<file path="config.mk">
export PLATFORM = sky130hd
export DESIGN_NAME = mul_bus_master
export DESIGN_NICKNAME = d
export VERILOG_FILES = /design/src/rtl/mul_bus_master.sv
export SDC_FILE = /design/constraint.sdc
export NUM_CORES = 1
export LEC_CHECK = 0
export CAP_MARGIN = 0
export CORE_MARGIN = 1
export CORE_UTILIZATION = 40
export DETAILED_ROUTE_END_ITERATION = 16
export DONT_BUFFER_PORTS = 1
export GPL_ROUTABILITY_DRIVEN = 0
export PLACE_DENSITY = 0.57
export REMOVE_ABC_BUFFERS = 1
export SLEW_MARGIN = 30
export SYNTH_ARGS = -nofsm -noshare
export SYNTH_HDL_FRONTEND = slang
export SYNTH_SLANG_ARGS = --single-unit
</file>
<file path="constraint.sdc">
create_clock -name clk -period 1.8 [get_ports clk]
set_input_delay 0.27 -clock clk [delete_from_list [all_inputs] [get_ports clk]]
set_output_delay 0.27 -clock clk [all_outputs]
set_load 0.01 [all_outputs]
</file>
<file path="src/rtl/mul_bus_master.sv">
// Bus initiator for the multiplier slave: writes the operands, starts the slave, waits for done
// (by polling or interrupt), reads the 64-bit result, clears the slave and returns the product.
module mul_bus_master #(
    parameter int         USE_INTR   = 0,
    parameter int         READ_LAT   = 1,
    parameter int         TIMEOUT    = 1023,
    parameter logic [7:0] ADDR_A     = 8'h0,
    parameter logic [7:0] ADDR_B     = 8'h1,
    parameter logic [7:0] ADDR_RH    = 8'h2,
    parameter logic [7:0] ADDR_RL    = 8'h3,
    parameter logic [7:0] ADDR_START = 8'h4,
    parameter logic [7:0] ADDR_CLR   = 8'h5,
    parameter logic [7:0] ADDR_DONE  = 8'h6,
    parameter logic [7:0] ADDR_IEN   = 8'h7
) (
    input  logic        clk,
    input  logic        reset,
    input  logic        req_valid,
    output logic        req_ready,
    input  logic [31:0] req_a,
    input  logic [31:0] req_b,
    output logic        rsp_valid,
    input  logic        rsp_ready,
    output logic [63:0] rsp_result,
    output logic        rsp_err,
    output logic        M_sel,
    output logic        M_wr,
    output logic [7:0]  M_address,
    output logic [31:0] M_dout,
    input  logic [31:0] M_din,
    input  logic        m_interrupt
);

    // Handshakes: a request transfers on a clock where req_valid && req_ready; a response
    // transfers on a clock where rsp_valid && rsp_ready. rsp_valid/rsp_result/rsp_err hold until then.

    localparam int              CW        = $clog2(TIMEOUT + 1);
    localparam logic [CW-1:0]   WAIT_LAST = CW'(TIMEOUT - 1);
    localparam logic [1:0]      LAT_LAST  = 2'(READ_LAT);

    localparam logic [3:0] S_IDLE     = 4'd0;
    localparam logic [3:0] S_WR_A     = 4'd1;
    localparam logic [3:0] S_WR_B     = 4'd2;
    localparam logic [3:0] S_WR_IEN   = 4'd3;
    localparam logic [3:0] S_WR_START = 4'd4;
    localparam logic [3:0] S_WAIT     = 4'd5;
    localparam logic [3:0] S_RD_H     = 4'd6;
    localparam logic [3:0] S_RD_L     = 4'd7;
    localparam logic [3:0] S_WR_CLR   = 4'd8;
    localparam logic [3:0] S_RESP     = 4'd9;

    logic [3:0]    state;
    logic [3:0]    next_state;
    logic [1:0]    lat_cnt;
    logic [CW-1:0] wait_cnt;
    logic [31:0]   b_q;
    logic          rd_last;
    logic          done;
    logic          timed_out;
    logic          bus_sel;
    logic          bus_wr;
    logic [7:0]    bus_addr;
    logic [31:0]   bus_data;

    always_comb begin
        rd_last   = (lat_cnt == LAT_LAST);
        timed_out = (wait_cnt == WAIT_LAST);
        if (USE_INTR != 0) begin
            done = m_interrupt;
        end else begin
            done = rd_last && (M_din[1:0] == 2'b11);
        end
        next_state = state;
        case (state)
            S_IDLE:     if (req_valid && req_ready) next_state = S_WR_A;
            S_WR_A:     next_state = S_WR_B;
            S_WR_B:     next_state = (USE_INTR != 0) ? S_WR_IEN : S_WR_START;
            S_WR_IEN:   next_state = S_WR_START;
            S_WR_START: next_state = S_WAIT;
            // done is checked first so a done on the last allowed clock still reads the result
            S_WAIT: begin
                if (done) begin
                    next_state = S_RD_H;
                end else if (timed_out) begin
                    next_state = S_WR_CLR;
                end
            end
            S_RD_H:     if (rd_last) next_state = S_RD_L;
            S_RD_L:     if (rd_last) next_state = S_WR_CLR;
            S_WR_CLR:   next_state = S_RESP;
            S_RESP:     if (rsp_ready) next_state = S_IDLE;
            default:    next_state = S_IDLE;
        endcase
    end

    // Bus signals are registered from the state being entered, so they line up with it.
    always_comb begin
        bus_sel  = 1'b0;
        bus_wr   = 1'b0;
        bus_addr = 8'h0;
        bus_data = 32'h0;
        case (next_state)
            S_WR_A:     begin bus_sel = 1'b1; bus_wr = 1'b1; bus_addr = ADDR_A;     bus_data = req_a; end
            S_WR_B:     begin bus_sel = 1'b1; bus_wr = 1'b1; bus_addr = ADDR_B;     bus_data = b_q;   end
            S_WR_IEN:   begin bus_sel = 1'b1; bus_wr = 1'b1; bus_addr = ADDR_IEN;   bus_data = 32'd1; end
            S_WR_START: begin bus_sel = 1'b1; bus_wr = 1'b1; bus_addr = ADDR_START; bus_data = 32'd1; end
            S_WR_CLR:   begin bus_sel = 1'b1; bus_wr = 1'b1; bus_addr = ADDR_CLR;   bus_data = 32'd1; end
            S_WAIT: begin
                if (USE_INTR == 0) begin
                    bus_sel  = 1'b1;
                    bus_addr = ADDR_DONE;
                end
            end
            S_RD_H:     begin bus_sel = 1'b1; bus_addr = ADDR_RH; end
            S_RD_L:     begin bus_sel = 1'b1; bus_addr = ADDR_RL; end
            default:    ;
        endcase
    end

    always_ff @(posedge clk) begin
        if (reset) begin
            state      <= S_IDLE;
            M_sel      <= 1'b0;
            M_wr       <= 1'b0;
            M_address  <= 8'h0;
            M_dout     <= 32'h0;
            req_ready  <= 1'b0;
            rsp_valid  <= 1'b0;
            rsp_result <= 64'h0;
            rsp_err    <= 1'b0;
            wait_cnt   <= '0;
            lat_cnt    <= 2'd0;
            b_q        <= 32'h0;
        end else begin
            state     <= next_state;
            M_sel     <= bus_sel;
            M_wr      <= bus_wr;
            M_address <= bus_addr;
            M_dout    <= bus_data;
            req_ready <= (next_state == S_IDLE);
            rsp_valid <= (next_state == S_RESP);
            // lat_cnt restarts on every new bus op, including back-to-back done polls
            if (next_state != state || rd_last) begin
                lat_cnt <= 2'd0;
            end else begin
                lat_cnt <= lat_cnt + 2'd1;
            end
            wait_cnt <= (state == S_WAIT) ? wait_cnt + CW'(1) : '0;
            if (state == S_IDLE && next_state == S_WR_A) begin
                b_q     <= req_b;
                rsp_err <= 1'b0;
            end
            if (state == S_WAIT && next_state == S_WR_CLR) begin
                rsp_err    <= 1'b1;
                rsp_result <= 64'h0;
            end
            if (state == S_RD_H && rd_last) rsp_result[63:32] <= M_din;
            if (state == S_RD_L && rd_last) rsp_result[31:0]  <= M_din;
        end
    end

endmodule

</file>
==> results of run 1 <==
power by group:
part / internal (mW) / switching [mW]
Clock: 2.35 / 1.35
Combinational: 0.735 / 0.795
Sequential: 3.63 / 0.227
through the flow:
stage,setup WS (ns),util
5_1_grt,-0.155,0.529
3_5_place_dp,-0.144,0.442
4_1_cts,-0.0928,0.525
6_report,-0.116,0.529
2_1_floorplan,-1.63,-
3_3_place_gp,-0.109,0.442
worst max-delay path: stages (launching register included):
cell	delay, ns
sky130_fd_sc_hd__dfxtp_2	0.32
sky130_fd_sc_hd__inv_2	0.04
sky130_fd_sc_hd__ha_4	0.16
sky130_fd_sc_hd__and3_4	0.18
sky130_fd_sc_hd__buf_6	0.12
sky130_fd_sc_hd__o311ai_4	0.32
sky130_fd_sc_hd__a31oi_4	0.14
sky130_fd_sc_hd__buf_6	0.16
sky130_fd_sc_hd__buf_16	0.14
sky130_fd_sc_hd__a22o_1	0.22
area by class of cell:
cell class	count	area (sq um)	share of cell area
inverters	5	18.8	0.00266
repair buffers	80	843	0.119
multi-input cells	396	2310	0.327
well taps	176	220	0.0312
clock buffers	20	447	0.0632
clock inverters	12	174	0.0246
flip-flops and latches	152	3050	0.432
routing by layer:
layer	vias up	track usage	routed length, um
li1	2187	-	-
met1	2214	0.235	5890
met2	172	0.341	7310
met3	24	0.0718	1080
met4	0	0.0852	255
met5	-	0	0
placed cells by master (no fill, tap or decap), drive strengths merged, types with 3 or more instances in the layout:
| cell | Yosys | layout |
|---|---|---|
| nor2 | 55 | 55 |
| o21ai | 4 | 4 |
| and4 | 4 | 4 |
| clkinv | 0 | 6 |
| bufinv | 0 | 4 |
| dlygate4sd3 | 0 | 32 |
| nand3 | 36 | 36 |
| a21oi | 76 | 76 |
| nand4 | 4 | 4 |
| dfxtp | 152 | 152 |
| xnor2 | 3 | 3 |
| and3 | 3 | 3 |
| clkbuf | 23 | 20 |
| inv | 5 | 6 |
| a22o | 32 | 32 |
| nand2 | 103 | 103 |
| a22oi | 31 | 31 |
| a211oi | 5 | 5 |
| ha | 3 | 3 |
| nor3 | 6 | 6 |
| conb | 1 | 5 |
| xor2 | 6 | 6 |
| buf | 27 | 48 |
flip-flops by register name (all words and copies together), names as in the netlist:
| register | count |
|---|---|
| M_address | 3 |
| M_dout | 32 |
| M_sel | 1 |
| M_wr | 1 |
| b_q | 32 |
| lat_cnt | 2 |
| req_ready | 1 |
| rsp_err | 1 |
| rsp_result | 64 |
| rsp_valid | 1 |
| state | 4 |
| wait_cnt | 10 |
path summary, 6_finish.rpt:
path / startpoint / to
max: lat_cnt[1] / rsp_result[3]
max reg2reg: lat_cnt[1] / rsp_result[3]
min reg2reg: b_q[14] / b_q[14]
min: reset / b_q[15]
timing repair:
item                                    4_1_cts  5_1_grt
buffers inserted                              4        2
endpoints found under the setup margin       43       40
pin swaps                                    41        7
resized for setup                            21        8
cloned                                        3        0
hold endpoints to repair                    140      108
logic make-up (layout without fill, tap and decap cells):
group	Yosys count	after routing	share of synthesized area
other cells	1	5	0.000679
simple gates	224	224	0.182
fa+ha+maj	3	3	0.00680
buf+inv	55	117	0.0501
flops	152	152	0.551
compound gates	155	155	0.195
xor+xnor	9	9	0.0143
==> summary.md, run 1 <==
The run finished, with violations left. The final reports fail on hold timing, setup timing. The analysis attributes to cell leakage a power of 2.55 nW. The worst setup slack for register-to-register paths was -0.12 ns; the count of endpoints failing hold in the final timing report was 108. The layout overhead on the synthesized area is 28.0%, and the aggregate negative setup slack is -2.92 ns. Setup repair after global routing could not meet its margin everywhere. STA classifies the critical path startpoint as a flop. Share of synthesized area occupied by flip-flops and latches: 0.551.

Once layout is done, the placed cells without fillers occupy 7070 sq um. The via count normalized by instance count came out at 5.47. The sum of internal, switching and leakage power was 9.09 mW.

The final setup skew is 0.00556 ns. The detailed-routing iteration count for the pre-antenna-repair pass is 5. Counting every instance in the synthesized netlist gives 599.

Entering global routing, the biggest net connects 114 pins. Counting distinct cell types in the post-synthesis netlist gives 48. TritonCTS built the clock tree.

The run gives 0 as the initial antenna violation count. The layout has 1176 filler cells. The wire length of the first global-routing pass was 22500 um.

The synthesized design spends more area on one cell type than any other, namely sky130_fd_sc_hd__dfxtp_1. For this run, the post-layout net count is 756. The critical-path maximum fanout was 8; the global-route total usage across every layer was 0.204. For this run, the number of standard cells in the final layout without fillers is 841. Via count of the first global-routing pass: 4430.

Setup violations remaining at the end of the flow were counted as 33. Synthesis inferred 152 register bits. In the post-synthesis netlist, the biggest area contributors are sky130_fd_sc_hd__dfxtp_1, sky130_fd_sc_hd__nand2_1, sky130_fd_sc_hd__a21oi_1, sky130_fd_sc_hd__a22o_1, sky130_fd_sc_hd__a22oi_1. The final hold slack is -0.0813 ns, and the cell area power density is 1290 nW/um^2.

IR analysis of the VDD net gives a maximum drop of 635 uV. The tools report the library cell used as clock root buffer as sky130_fd_sc_hd__clkbuf_16. The final route contains 4597 vias. Post-detailed-placement cell area: 5890 sq um. After clock tree synthesis, the clock-pin slew on the worst setup and hold paths is 0.06 ns. Data arrives at the worst endpoint at 2.22 ns.

The floorplan step defined a core boundary enclosing 13300 sq um. The count of yosys warnings during synthesis is 0, and the post-detailed-routing wire length is 14500 um. The number of placed I/O pins is 210, and the total number of placement rows is 42. Clock tree synthesis inserted a total of 17 buffers. From left edge to right edge, the die measures 119 um. Yosys mapped a number of flops with a built-in enable equal to 0. Number of pins exceeding their max-slew limit in the final report: 0. For the maximum clock rate, the log shows 522 MHz. The die covers 14300 sq um. The logs give 0.413 for the starting density of the core and 0 for the leftover overflow at the end of global routing. For the half-perimeter wire length after detailed placement, the log shows 9270 um.

The logs give 2 for the maximum clock path buffer count and 152 for the TritonCTS sink count. The number of cells on the worst hold path came out at 1. Fraction of synthesis flops using an asynchronous set or reset pin: 0.

The critical path is of the flop to flop type. Buffers placed on the I/O ports in this run total 0. The number of DRC violations after detailed routing is 0, and the number of antenna diodes is 0. The most used flip-flop cell after synthesis is sky130_fd_sc_hd__dfxtp_1. The setup slack of the critical path after layout is -0.116 ns, and the remaining number of nets flagged by the antenna check after routing is 0.

The proportion of netlist area held by the largest area contributor works out to 0.551. Counting instances in the post-synthesis netlist gives the leading cell types as sky130_fd_sc_hd__dfxtp_1, sky130_fd_sc_hd__nand2_1, sky130_fd_sc_hd__a21oi_1. Share of post-route cells with drive strength above 1: 0.168. Dividing the detail-routed wire length by the instance count gives 17.3 um.

The final cycle utilization of the critical path was 1.06; the count of cells along the worst register-to-register path was 9. In this run the worst hold path is classified as primary input to flop. The average size of a mapped cell was 9.21 sq um.

Once placement completed, the tool counted placed cells totaling 768. Clock latency on the worst-skew pair: 0.42 ns. Buffers inserted to repair hold after CTS numbered 32. Measured along the y axis, the die boundary spans 119 um. At the worst endpoint, the required time is 2.11 ns. Yosys instantiated no cell more often than sky130_fd_sc_hd__dfxtp_1. The minimum period implied by the final worst setup slack is 1.92 ns, and the number of H-tree levels is 4. STA classifies the critical path endpoint as a flop.

The max-cap check violation count is 0. The logs give 5520 sq um for the cell area after synthesis and 296 for the detailed router's first-iteration violation count.
Note: power is estimated with default switching activity, not from simulation.
==> run 2, diff against run 1 <==
--- a/config.mk
+++ b/config.mk
@@ -11,6 +11,7 @@
 export DETAILED_ROUTE_END_ITERATION = 16
 export DONT_BUFFER_PORTS = 1
 export GPL_ROUTABILITY_DRIVEN = 0
+export HOLD_SLACK_MARGIN = 0.02
 export PLACE_DENSITY = 0.57
 export REMOVE_ABC_BUFFERS = 1
 export SLEW_MARGIN = 30
==> run 2 against run 1 <==
Effect of this change:
- sequential share of layout area unchanged
- first-iteration DRC count increased by 3.0%
- highest routed layer unchanged
- routed wire length fell by 0.39%
- sequential power hardly changed
- critical path type unchanged
- die area stayed put
- clock power about the same
- the flow still finishes with violations (hold timing, setup timing)
- combinational power barely moved
- final area is the same
- flip-flop and latch count did not move
- maximum frequency up 0.91%
- non-clock buffer count did not move
==> summary.md, run 2 (synthesis results as in run 1) <==
The number of buffers inserted for hold repair after clock tree synthesis was 32 (unchanged); the switching part of the total power was 0.261 (about the same). The chip height is 119 um (unchanged). The critical path launch point type is a flop (unchanged). The initial antenna violation count was 0 (unchanged). The final setup skew is 0.00480 ns (was 0.00556 ns), and the total number of placement rows is 42 (unchanged). The critical-path maximum fanout is 8 (unchanged). The flow ran to the end, but the final reports show violations. The clock latency on the worst-skew pair was 0.42 ns (about the same); the max-cap check violation count was 0 (unchanged). The maximum clock path buffer count was 2 (unchanged). The worst supply voltage drop on vdd was 634 uV (was 635 uV).

The critical path endpoint category is a flop (unchanged). The number of placed I/O pins is 210 (unchanged), and the pin count of the biggest net entering global routing is 114 (unchanged). The final hold slack is -0.0818 ns (was -0.0813 ns). The library cell used as clock root buffer was sky130_fd_sc_hd__clkbuf_16 (unchanged). Worst setup slack for register-to-register paths: -0.1 ns (was -0.12 ns).

The total placed cells including tap cells was 768 (unchanged); the number of H-tree levels was 4 (unchanged). The width of the die is 119 um (unchanged), and the cell area power density is 1290 nW/um^2 (about the same). The run gives 108 (unchanged) as the count of endpoints failing hold in the final timing report.

For the wire length of the first global-routing pass, the log shows 22500 um (about the same). The via count normalized by instance count is 5.47 (about the same). The required time at the endpoint of the critical path is 2.11 ns (about the same). The remaining number of nets flagged by the antenna check after routing is 0 (unchanged).

The relative contribution of sequential cells to total power is 0.424 (about the same), and the area of the die is 14300 sq um (unchanged). The class of the most critical hold timing path was primary input to flop (unchanged). The minimum period implied by the final worst setup slack was 1.90 ns (was 1.92 ns).

The path length in cells of the critical path works out to 9 (unchanged). The leakage dissipation is 2.55 nW (unchanged), and the number of DRC violations after detailed routing is 0 (unchanged). The setup slack of the critical path after layout is -0.0986 ns (was -0.116 ns).

The share of post-route cells with drive strength above 1 was 0.168 (unchanged). Cell breakdown of the critical path: inv_2, ha_4, and3_4, buf_6, o311ai_4, a31oi_4, buf_6, buf_16, a22o_1 (unchanged). Failing checks: hold timing, setup timing (unchanged).

Cell type with the highest occurrence count on the critical path: sky130_fd_sc_hd__buf_6 (unchanged). The cell with the biggest individual delay on the critical path was sky130_fd_sc_hd__dfxtp_2 (unchanged). Regs by FF count: rsp_result (64), M_dout (32), b_q (32) (unchanged).

The number of port buffers works out to 0 (unchanged). Wire length per cell: 17.2 um (was 17.3 um). The tools report the clock power share as 0.408 (was 0.407). The via count came out at 4603 (was 4597).

The tools report the reg-to-reg endpoint as rsp_result[3] (unchanged). The family with the most delay on the worst path was compound AO/OA/AOI/OAI gates (unchanged). The logs give 2.21 ns (was 2.22 ns) for the arrival time of the worst setup path and 0 (unchanged) for the number of pins exceeding their max-slew limit in the final report.

Leading cell type in the layout, fill and taps excluded: sky130_fd_sc_hd__dfxtp_1 (unchanged). The switching power of the nets came out at 2.37 mW (about the same). The detailed router's first-iteration violation count came out at 305 (was 296). The TritonCTS sink count came out at 152 (unchanged).

The tools report the global-route total usage across every layer as 0.204 (about the same). The leftover overflow at the end of global routing is 0 (unchanged). The total CTS buffers is 17 (unchanged), and the number of antenna diodes is 0 (unchanged).

The end of the critical path is rsp_result[3] (unchanged). Setup repair after global routing could not meet its margin everywhere. Net total in the final layout: 756 (unchanged).

TritonCTS built the clock tree. The launching point of the worst reg2reg path is lat_cnt[1] (unchanged). The post-detailed-routing wire length came out at 14500 um (about the same). The flip-flop count of the largest register after layout is 64 (unchanged), and the final cycle utilization of the critical path is 1.05 (was 1.06). Most frequent cells in the layout: sky130_fd_sc_hd__dfxtp_1, sky130_fd_sc_hd__nand2_1, sky130_fd_sc_hd__a21oi_1 (unchanged).

The aggregate negative setup slack is -2.62 ns (was -2.92 ns), and the count of final setup violators is 32 (was 33). The buffering stage count on the worst path with inverters included is 4 (unchanged). The count of cells along the worst register-to-register path came out at 9 (unchanged). The internal power consumption was 6.72 mW (about the same). Type of the worst setup path: flop to flop (unchanged). Via count of the first global-routing pass: 4426 (was 4430).

For the area of the core, the log shows 13300 sq um (unchanged). The half-perimeter wire length after detailed placement came out at 9270 um (unchanged). The non-filler instance count after layout is 841 (unchanged). Maximum clock rate: 527 MHz (was 522 MHz).

The clock transition at the registers of the reported paths works out to 0.06 ns (about the same). The tools report the first element of the critical path as lat_cnt[1] (unchanged). The relative contribution of combinational cells to total power is 0.168 (about the same), and the detailed-routing iteration count for the pre-antenna-repair pass is 4 (was 5).

Pre-CTS worst setup slack: -0.144 ns (unchanged). The starting density of the core came out at 0.413 (unchanged). Register name with the most flops: rsp_result (unchanged). Layout overhead on the synthesized area: 28.0% (unchanged). The largest stage delay on the critical path works out to 0.32 ns (about the same).
run 2: cell counts in the layout (fill, tap and decap cells not counted):
Identical to the previous run, type by type.
run 2: final cells by class:
cell class,count,area [sq um]
Inverter,5,18.8
Sequential cell,152,3050
Multi-Input combinational cell,396,2310
Fill cell,1176,6280
Clock inverter,12,174
Tap cell,176,220
Clock buffer,20,447
Timing Repair Buffer,80,843
run 2: worst min-delay path by stage:
stage / to / start / slack [ns] / depth (start not counted)
floorplan: M_address[0] / reset / 0.34 / 1
global placement: b_q[15] / reset / 0.35 / 1
detailed placement: b_q[15] / reset / 0.35 / 1
CTS: b_q[15] / reset / -0.10 / 1
global route: b_q[25] / reset / -0.10 / 1
finish: b_q[15] / reset / -0.08 / 1
run 2: power by group through the flow:
stage          Combinational [mW]  Sequential (mW)  Clock, mW
2_1_floorplan               0.823             3.88          0
3_3_place_gp                 1.28             3.91          0
3_5_place_dp                 1.31             3.92          0
4_1_cts                      1.47             3.86       3.77
5_1_grt                      1.69             3.88       3.95
6_report                     1.53             3.86       3.71
run 2: per-layer routing:
metal	vias to the layer above	track usage	wire (um)
met3	24	0.0718	965
li1	2188	-	-
met4	0	0.0852	259
met1	2240	0.235	5880
met2	151	0.340	7370
met5	-	0	0
run 2: stage by stage:
stage | power, mW | util | instance area (sq um) | hold slack (ns)
floorplan | 4.70 | - | 5280 | 0.339
global placement | 5.19 | 0.442 | 5890 | 0.346
detailed placement | 5.23 | 0.442 | 5890 | 0.351
CTS | 9.10 | 0.525 | 7010 | -0.104
global route | 9.53 | 0.529 | 7070 | -0.102
finish | 9.09 | 0.529 | 7070 | -0.0818
run 2: repair_timing:
item | CTS | global route
resized for setup | 21 | 8
gates cloned | 3 | 0
setup buffers | 4 | 2
endpoints found under the hold margin | 141 | 108
setup endpoints to repair | 43 | 40
pin swaps | 41 | 7
==> run 3, diff against run 2 <==
--- a/config.mk
+++ b/config.mk
@@ -8,6 +8,7 @@
 export CAP_MARGIN = 0
 export CORE_MARGIN = 1
 export CORE_UTILIZATION = 40
+export CTS_CLUSTER_SIZE = 12
 export DETAILED_ROUTE_END_ITERATION = 16
 export DONT_BUFFER_PORTS = 1
 export GPL_ROUTABILITY_DRIVEN = 0
==> results of run 3 <==
The final DEF is identical to that of run 2; final timing and power are the same.
